## config.mk

```make
export PLATFORM = sky130hd
export DESIGN_NAME = uart_transmitter
export DESIGN_NICKNAME = d
export VERILOG_FILES = /design/src/rtl/uart_pkg.sv /design/src/rtl/uart_tx_fifo.sv /design/src/rtl/uart_transmitter.sv
export SDC_FILE = /design/constraint.sdc
export NUM_CORES = 1
export LEC_CHECK = 0
export ABC_AREA = 1
export CORE_ASPECT_RATIO = 1.2
export CORE_MARGIN = 5
export CORE_UTILIZATION = 50
export DETAILED_ROUTE_END_ITERATION = 6
export GPL_TIMING_DRIVEN = 0
export PLACE_DENSITY = 0.74
export RECOVER_POWER = 25
export SYNTH_ARGS = -nofsm -noshare
export SYNTH_HDL_FRONTEND = slang
export SYNTH_SLANG_ARGS = --single-unit
export TNS_END_PERCENT = 5
```

## constraint.sdc

```tcl
create_clock -name i_u_clk -period 2.76 [get_ports i_u_clk]
set_input_delay 0.552 -clock i_u_clk [delete_from_list [all_inputs] [get_ports i_u_clk]]
set_output_delay 0.552 -clock i_u_clk [all_outputs]
set_load 0.01 [all_outputs]
```

## src/rtl/uart_pkg.sv

```systemverilog
// Shared UART definitions used by the transmit stage (and the receive stage
// on the far end of the link): parity encodings, the TX FSM state type and
// the legal data-bit range with its clamp helper.
package uart_pkg;

  localparam logic [1:0] PAR_NONE = 2'd0;
  localparam logic [1:0] PAR_ODD  = 2'd1;
  localparam logic [1:0] PAR_EVEN = 2'd2;

  localparam int unsigned MIN_DATA_BIT = 5;
  localparam int unsigned MAX_DATA_BIT = 8;

  typedef enum logic [2:0] {
    IDLE,
    START,
    DATA,
    PARITY,
    STOP
  } tx_state_e;

  // Out-of-range data-bit requests are pulled into MIN_DATA_BIT..MAX_DATA_BIT.
  function automatic logic [3:0] clamp_data_bit(input logic [3:0] raw);
    if (raw < 4'(MIN_DATA_BIT)) return 4'(MIN_DATA_BIT);
    if (raw > 4'(MAX_DATA_BIT)) return 4'(MAX_DATA_BIT);
    return raw;
  endfunction

endpackage

```

## src/rtl/uart_tx_fifo.sv

```systemverilog
// Synchronous FIFO placed in front of the UART transmit FSM (only built when
// UART_TX_FIFO_EN is defined in uart_transmitter).
// Ports:
//   i_clk, i_rst        clock, asynchronous active-high reset
//   i_push, i_push_data write request and data (ignored when full)
//   i_pop               read request (ignored when empty)
//   o_pop_data          head entry, valid while !o_empty
//   o_full, o_empty     occupancy flags
// Pointers carry one extra MSB so full and empty are distinguishable.
module uart_tx_fifo #(
  parameter int unsigned DATA_W = 8,
  parameter int unsigned DEPTH  = 4
) (
  input  logic              i_clk,
  input  logic              i_rst,
  input  logic              i_push,
  input  logic [DATA_W-1:0] i_push_data,
  input  logic              i_pop,
  output logic [DATA_W-1:0] o_pop_data,
  output logic              o_full,
  output logic              o_empty
);

  localparam int unsigned AW = $clog2(DEPTH);
  localparam logic [AW:0] PTR_ONE = (AW + 1)'(1);

  logic [AW:0]       wr_ptr_q, wr_ptr_d;
  logic [AW:0]       rd_ptr_q, rd_ptr_d;
  logic [DATA_W-1:0] mem_q [DEPTH];
  logic [DATA_W-1:0] mem_d [DEPTH];

  assign o_empty    = (wr_ptr_q == rd_ptr_q);
  assign o_full     = (wr_ptr_q[AW] != rd_ptr_q[AW]) &&
                      (wr_ptr_q[AW-1:0] == rd_ptr_q[AW-1:0]);
  assign o_pop_data = mem_q[rd_ptr_q[AW-1:0]];

  always_comb begin
    mem_d    = mem_q;
    wr_ptr_d = wr_ptr_q;
    rd_ptr_d = rd_ptr_q;
    if (i_push && !o_full) begin
      mem_d[wr_ptr_q[AW-1:0]] = i_push_data;
      wr_ptr_d                = wr_ptr_q + PTR_ONE;
    end
    if (i_pop && !o_empty) begin
      rd_ptr_d = rd_ptr_q + PTR_ONE;
    end
  end

  always_ff @(posedge i_clk or posedge i_rst) begin
    if (i_rst) begin
      wr_ptr_q <= '0;
      rd_ptr_q <= '0;
      for (int unsigned i = 0; i < DEPTH; i++) mem_q[i] <= '0;
    end else begin
      wr_ptr_q <= wr_ptr_d;
      rd_ptr_q <= rd_ptr_d;
      for (int unsigned i = 0; i < DEPTH; i++) mem_q[i] <= mem_d[i];
    end
  end

endmodule

```

## src/rtl/uart_transmitter.sv

```systemverilog
// UART transmit stage: one line bit per i_u_clk cycle (bit-rate clock).
// Frame: start(0), N data bits LSB first, optional parity, S stop bits(1).
// Ports:
//   i_u_clk, i_u_rst   bit-rate clock, asynchronous active-high reset
//   i_uart_tx_data     byte to send (only the low N bits are used)
//   i_uart_tx_valid    data valid; accepted when o_uart_tx_ready is high
//   o_uart_tx_ready    transmitter (or its FIFO) can take a byte this cycle
//   i_data_bit         data bits per frame, clamped to 5..8
//   i_stop_bit         0/1 -> one stop bit, 2/3 -> two stop bits
//   i_check_bit        0 none, 1 odd, 2 even, 3 none
//   o_uart_tx          registered serial line, idle high
//   o_uart_tx_busy     a frame is in progress
// Build option: define UART_TX_FIFO_EN to place a FIFO_DEPTH-entry FIFO in
// front of the FSM (ready then means "FIFO not full").
module uart_transmitter
  import uart_pkg::*;
#(
  parameter int unsigned DATA_W     = 8,
  parameter int unsigned FIFO_DEPTH = 4
) (
  input  logic              i_u_clk,
  input  logic              i_u_rst,
  input  logic [DATA_W-1:0] i_uart_tx_data,
  input  logic              i_uart_tx_valid,
  output logic              o_uart_tx_ready,
  input  logic [3:0]        i_data_bit,
  input  logic [1:0]        i_stop_bit,
  input  logic [1:0]        i_check_bit,
  output logic              o_uart_tx,
  output logic              o_uart_tx_busy
);

  tx_state_e         state_q, state_d;
  logic [DATA_W-1:0] shift_q, shift_d;
  logic [3:0]        bit_cnt_q, bit_cnt_d;
  logic [3:0]        nbits_q, nbits_d;
  logic              two_stop_q, two_stop_d;
  logic              stop_cnt_q, stop_cnt_d;
  logic              par_en_q, par_en_d;
  logic              par_odd_q, par_odd_d;
  logic              par_acc_q, par_acc_d;
  logic              tx_q, tx_d;

  logic              last_stop;
  logic              fsm_ready;
  logic              src_valid;
  logic [DATA_W-1:0] src_data;
  logic              take;

  assign last_stop = (state_q == STOP) && (stop_cnt_q == two_stop_q);
  assign fsm_ready = (state_q == IDLE) || last_stop;
  assign take      = fsm_ready && src_valid;

`ifdef UART_TX_FIFO_EN
  logic fifo_full;
  logic fifo_empty;

  uart_tx_fifo #(
    .DATA_W(DATA_W),
    .DEPTH (FIFO_DEPTH)
  ) u_fifo (
    .i_clk      (i_u_clk),
    .i_rst      (i_u_rst),
    .i_push     (i_uart_tx_valid && o_uart_tx_ready),
    .i_push_data(i_uart_tx_data),
    .i_pop      (take),
    .o_pop_data (src_data),
    .o_full     (fifo_full),
    .o_empty    (fifo_empty)
  );

  assign src_valid       = !fifo_empty;
  assign o_uart_tx_ready = !i_u_rst && !fifo_full;
`else
  assign src_valid       = i_uart_tx_valid;
  assign src_data        = i_uart_tx_data;
  assign o_uart_tx_ready = !i_u_rst && fsm_ready;
`endif

  assign o_uart_tx      = tx_q;
  assign o_uart_tx_busy = (state_q != IDLE);

  // tx_d is the line value for the state being entered, so the line stays
  // registered while still starting the start bit one cycle after acceptance.
  always_comb begin
    state_d    = state_q;
    shift_d    = shift_q;
    bit_cnt_d  = bit_cnt_q;
    nbits_d    = nbits_q;
    two_stop_d = two_stop_q;
    stop_cnt_d = stop_cnt_q;
    par_en_d   = par_en_q;
    par_odd_d  = par_odd_q;
    par_acc_d  = par_acc_q;
    tx_d       = tx_q;

    case (state_q)
      IDLE: begin
        tx_d = 1'b1;
      end
      START: begin
        state_d   = DATA;
        tx_d      = shift_q[0];
        shift_d   = shift_q >> 1;
        par_acc_d = shift_q[0];
        bit_cnt_d = '0;
      end
      DATA: begin
        if (bit_cnt_q == nbits_q - 4'd1) begin
          if (par_en_q) begin
            state_d = PARITY;
            tx_d    = par_acc_q ^ par_odd_q;
          end else begin
            state_d    = STOP;
            tx_d       = 1'b1;
            stop_cnt_d = 1'b0;
          end
        end else begin
          bit_cnt_d = bit_cnt_q + 4'd1;
          tx_d      = shift_q[0];
          shift_d   = shift_q >> 1;
          par_acc_d = par_acc_q ^ shift_q[0];
        end
      end
      PARITY: begin
        state_d    = STOP;
        tx_d       = 1'b1;
        stop_cnt_d = 1'b0;
      end
      STOP: begin
        tx_d = 1'b1;
        if (last_stop) state_d = IDLE;
        else           stop_cnt_d = 1'b1;
      end
      default: begin
        state_d = IDLE;
        tx_d    = 1'b1;
      end
    endcase

    // take is only possible in IDLE or the last stop cycle, so loading a new
    // frame here overrides whatever those two branches chose.
    if (take) begin
      state_d    = START;
      tx_d       = 1'b0;
      shift_d    = src_data;
      nbits_d    = clamp_data_bit(i_data_bit);
      two_stop_d = (i_stop_bit >= 2'd2);
      par_en_d   = (i_check_bit == PAR_ODD) || (i_check_bit == PAR_EVEN);
      par_odd_d  = (i_check_bit == PAR_ODD);
      bit_cnt_d  = '0;
      stop_cnt_d = 1'b0;
      par_acc_d  = 1'b0;
    end
  end

  always_ff @(posedge i_u_clk or posedge i_u_rst) begin
    if (i_u_rst) begin
      state_q    <= IDLE;
      shift_q    <= '0;
      bit_cnt_q  <= '0;
      nbits_q    <= '0;
      two_stop_q <= 1'b0;
      stop_cnt_q <= 1'b0;
      par_en_q   <= 1'b0;
      par_odd_q  <= 1'b0;
      par_acc_q  <= 1'b0;
      tx_q       <= 1'b1;
    end else begin
      state_q    <= state_d;
      shift_q    <= shift_d;
      bit_cnt_q  <= bit_cnt_d;
      nbits_q    <= nbits_d;
      two_stop_q <= two_stop_d;
      stop_cnt_q <= stop_cnt_d;
      par_en_q   <= par_en_d;
      par_odd_q  <= par_odd_d;
      par_acc_q  <= par_acc_d;
      tx_q       <= tx_d;
    end
  end

endmodule
```

==> key figures <==
Clock network
  – Inserted Clock Buffers: 3
  – Hold Buf Count CTS: 0
  – Sink Count: 25
  – Post-CTS Setup Inserts: 0
  – Skew-Pair Late Insertion Delay: about 330 ps
  – Root Buffer Master: clkbuf_4
  – CTS tree: done
  – CTS Buffer Depth: 2
  – Htree depth: 1
  – Cts repair resizes: 0
  – Clock transition at path regs: between 100 and 150 ps

Worst setup path
  – Worst setup EP type: primary output
  – WP data arrival: about 1900 ps
  – Worst R2R Path Depth: 12
  – Crit path max fanout: 5
  – Worst Setup Start Kind: flip-flop
  – WS Path Type: reg -> out
  – CP required: ~2200 ps

STA
  – Slew @ Worst Pin: a little over 900 ps
  – Worst Skew: about 13 ps
  – Final Slew Violations: 0
  – Unrepaired setup endpoints after global routing: no
  – Fin. Hold Viols: 0
  – Max frequency: around 420 MHz
  – Slew HR: around two fifths
  – Tcrit/Tclk final: 87.1%
  – Setup TNS: 0 ps
  – Setup ws final: between 300 and 400 ps
  – Final Setup Violations: 0
  – Tmin final: about 2400 ps

Floorplan
  – CORE AREA: ~0.0028 sq mm
  – Initial Util: between 50 and 60%
  – Io pins: 22
  – Chip width: between 50 and 60 um
  – Die area: about 0.0042 sq mm
  – Die Y: between 60 and 70 um
  – Site Rows: 21

Flow run
  – Max cap viols: 0

Logic synthesis
  – Synthesized area: about 0.0015 sq mm
  – Mapped Cells: ~190
  – Seq/Total Area, Yosys: 41.9%
  – Post-synth EDFFs: 0
  – Mapped Nets: between 200 and 250
  – Top FF cell, synth: dfrtp_1
  – Yosys reg bits: 25
  – Async set-reset flop share out of synthesis: 100%
  – Syn Area/Cell: slightly below 8 sq um
  – Synth Warn #: 0
  – Yosys cell types: 31

Routing
  – DRC viols: 0
  – Drt pass-1 iters: 5
  – Wirelength, routed: 3.17 mm
  – Iteration-0 DRC Markers: 50
  – Vias/cell: between 5 and 6
  – Via count: 1297
  – Wire per inst: roughly 13 um
  – Routed Antenna Nets: 0

Worst hold path
  – Hold Path Cell Cnt: 2
  – Class of the worst hold path: reg -> reg

Placement
  – Final HPWL DP: roughly 2.5 mm
  – Pre-CTS setup slack: about 550 ps
  – PortBufs: 20
  – RD Place Congestion: approximately 0.87

Layout
  – Most frequent cells in the layout: nand2_1, dfrtp_1, inv_1
  – Share of layout cells above drive strength 1: 12.2%
  – FILL cells: 274
  – Seq. cell area: roughly 630 sq um
  – Nets: 236
  – Most common cell after layout, fill and taps aside: nand2_1
  – Footprint of the multi-input gates: 738 sq um
  – Diodes inserted: 0
  – Area added between synthesis and finish: 18.0%

Power
  – Static leakage: ~0.9 nW
  – Power consumption: roughly 1.8 mW
  – Max IR drop VDD: 0.000517 V
  – Pwr dens: between 1000 and 1500 mW/mm^2

Global route
  – Pin count of the biggest net entering global routing: 26
  – Global-route wire length before repair: 5.75 mm
  – Initial antenna violation count: 0
  – Total gr overflow: 0
  – GRT Util Overall: between 15 and 20%
  – Vias in the first global route: about 1400

Run status
  – Status: completed
[worst max-delay path: stages, from the launching register on]
cell             delay, ps
dfrtp_1                450
nor2_4                 180
nand2_2                 80
clkinv_2                60
nand2_4                 60
a21oi_1                140
clkdlybuf4s50_1        560
[per-stage QoR]
step                util (%)  area, sq um  instances  hold slack [ps]
finish                  62.2         1760        247              506
detailed placement      61.2         1740        243              482
floorplan                  -         1500        189              460
global route            62.2         1760        247              541
CTS                     62.2         1760        247              510
global placement        61.2         1740        243              480
[report_power, final]
part	internal, mW	switching [mW]
logic	0.408	0.609
clock network	0.0566	0.111
registers	0.518	0.119
total	0.982	0.838
[metal layers]
| layer | GRT usage, % | part of all wire (%) | vias up |
|---|---|---|---|
| li1 | - | - | 649 |
| met1 | 20.5 | 41 | 619 |
| met2 | 31.1 | 55 | 22 |
| met3 | 2.58 | 2.5 | 7 |
| met4 | 6.40 | 1.9 | 0 |
| met5 | 0 | 0 | - |
[synth_stat cells (2+ instances only)]
master   number  area share, %
dfrtp_1      24             40
nand3_1      17            5.7
inv_1        22            5.5
buf_6         3            2.3
a21oi_1       5            1.7
xnor2_1       2            1.2
xor2_1        4            2.3
nor2_1        8            2.0
nor2_2        2           0.84
o21ai_0      10            3.3
ha_1          3            2.5
nand2_4       3            2.3
nand3_2       2            1.3
nand2_2       4            1.7
nand2_1      59             15
o21ai_1       6            2.0
[path summary, 6_finish.rpt]
path,start,slack (ps),endpoint
max in group asynchronous,i_u_rst,1320,par_en_q
hold / removal,nbits_q[1],510,nbits_q[1]
min in group asynchronous,i_u_rst,870,shift_q[3]
hold reg to reg,nbits_q[1],510,nbits_q[1]
setup reg to reg,nbits_q[0],990,shift_q[4]
setup / recovery,state_q[1],360,o_uart_tx_ready
[cell families after synthesis]
family / Yosys count / synth area share, %
AND/OR/NAND/NOR: 100 / 31.9
XOR/XNOR: 7 / 4.60
adder cells (fa/ha/maj): 3 / 2.51
buffers and inverters: 28 / 8.70
flip-flops: 25 / 41.9
AO/OA/AOI/OAI: 26 / 10.4
[layout make-up]
class / instances / share of cell area (%)
multi-input cells: 136 / 41.8
plain buffers: 4 / 2.20
inverters: 24 / 5.18
well taps: 34 / 2.41
flip-flops and latches: 25 / 35.5
clock buffers: 4 / 1.49
repair buffers: 20 / 11.3
[registers in the layout, summed over array words and instances (netlist names)]
signal      flops
par_en_q        1
par_odd_q       1
stop_cnt_q      1
state_q         3
par_acc_q       1
o_uart_tx       1
shift_q         8
bit_cnt_q       4
nbits_q         4
two_stop_q      1
Power figures use the tool's default switching activity.
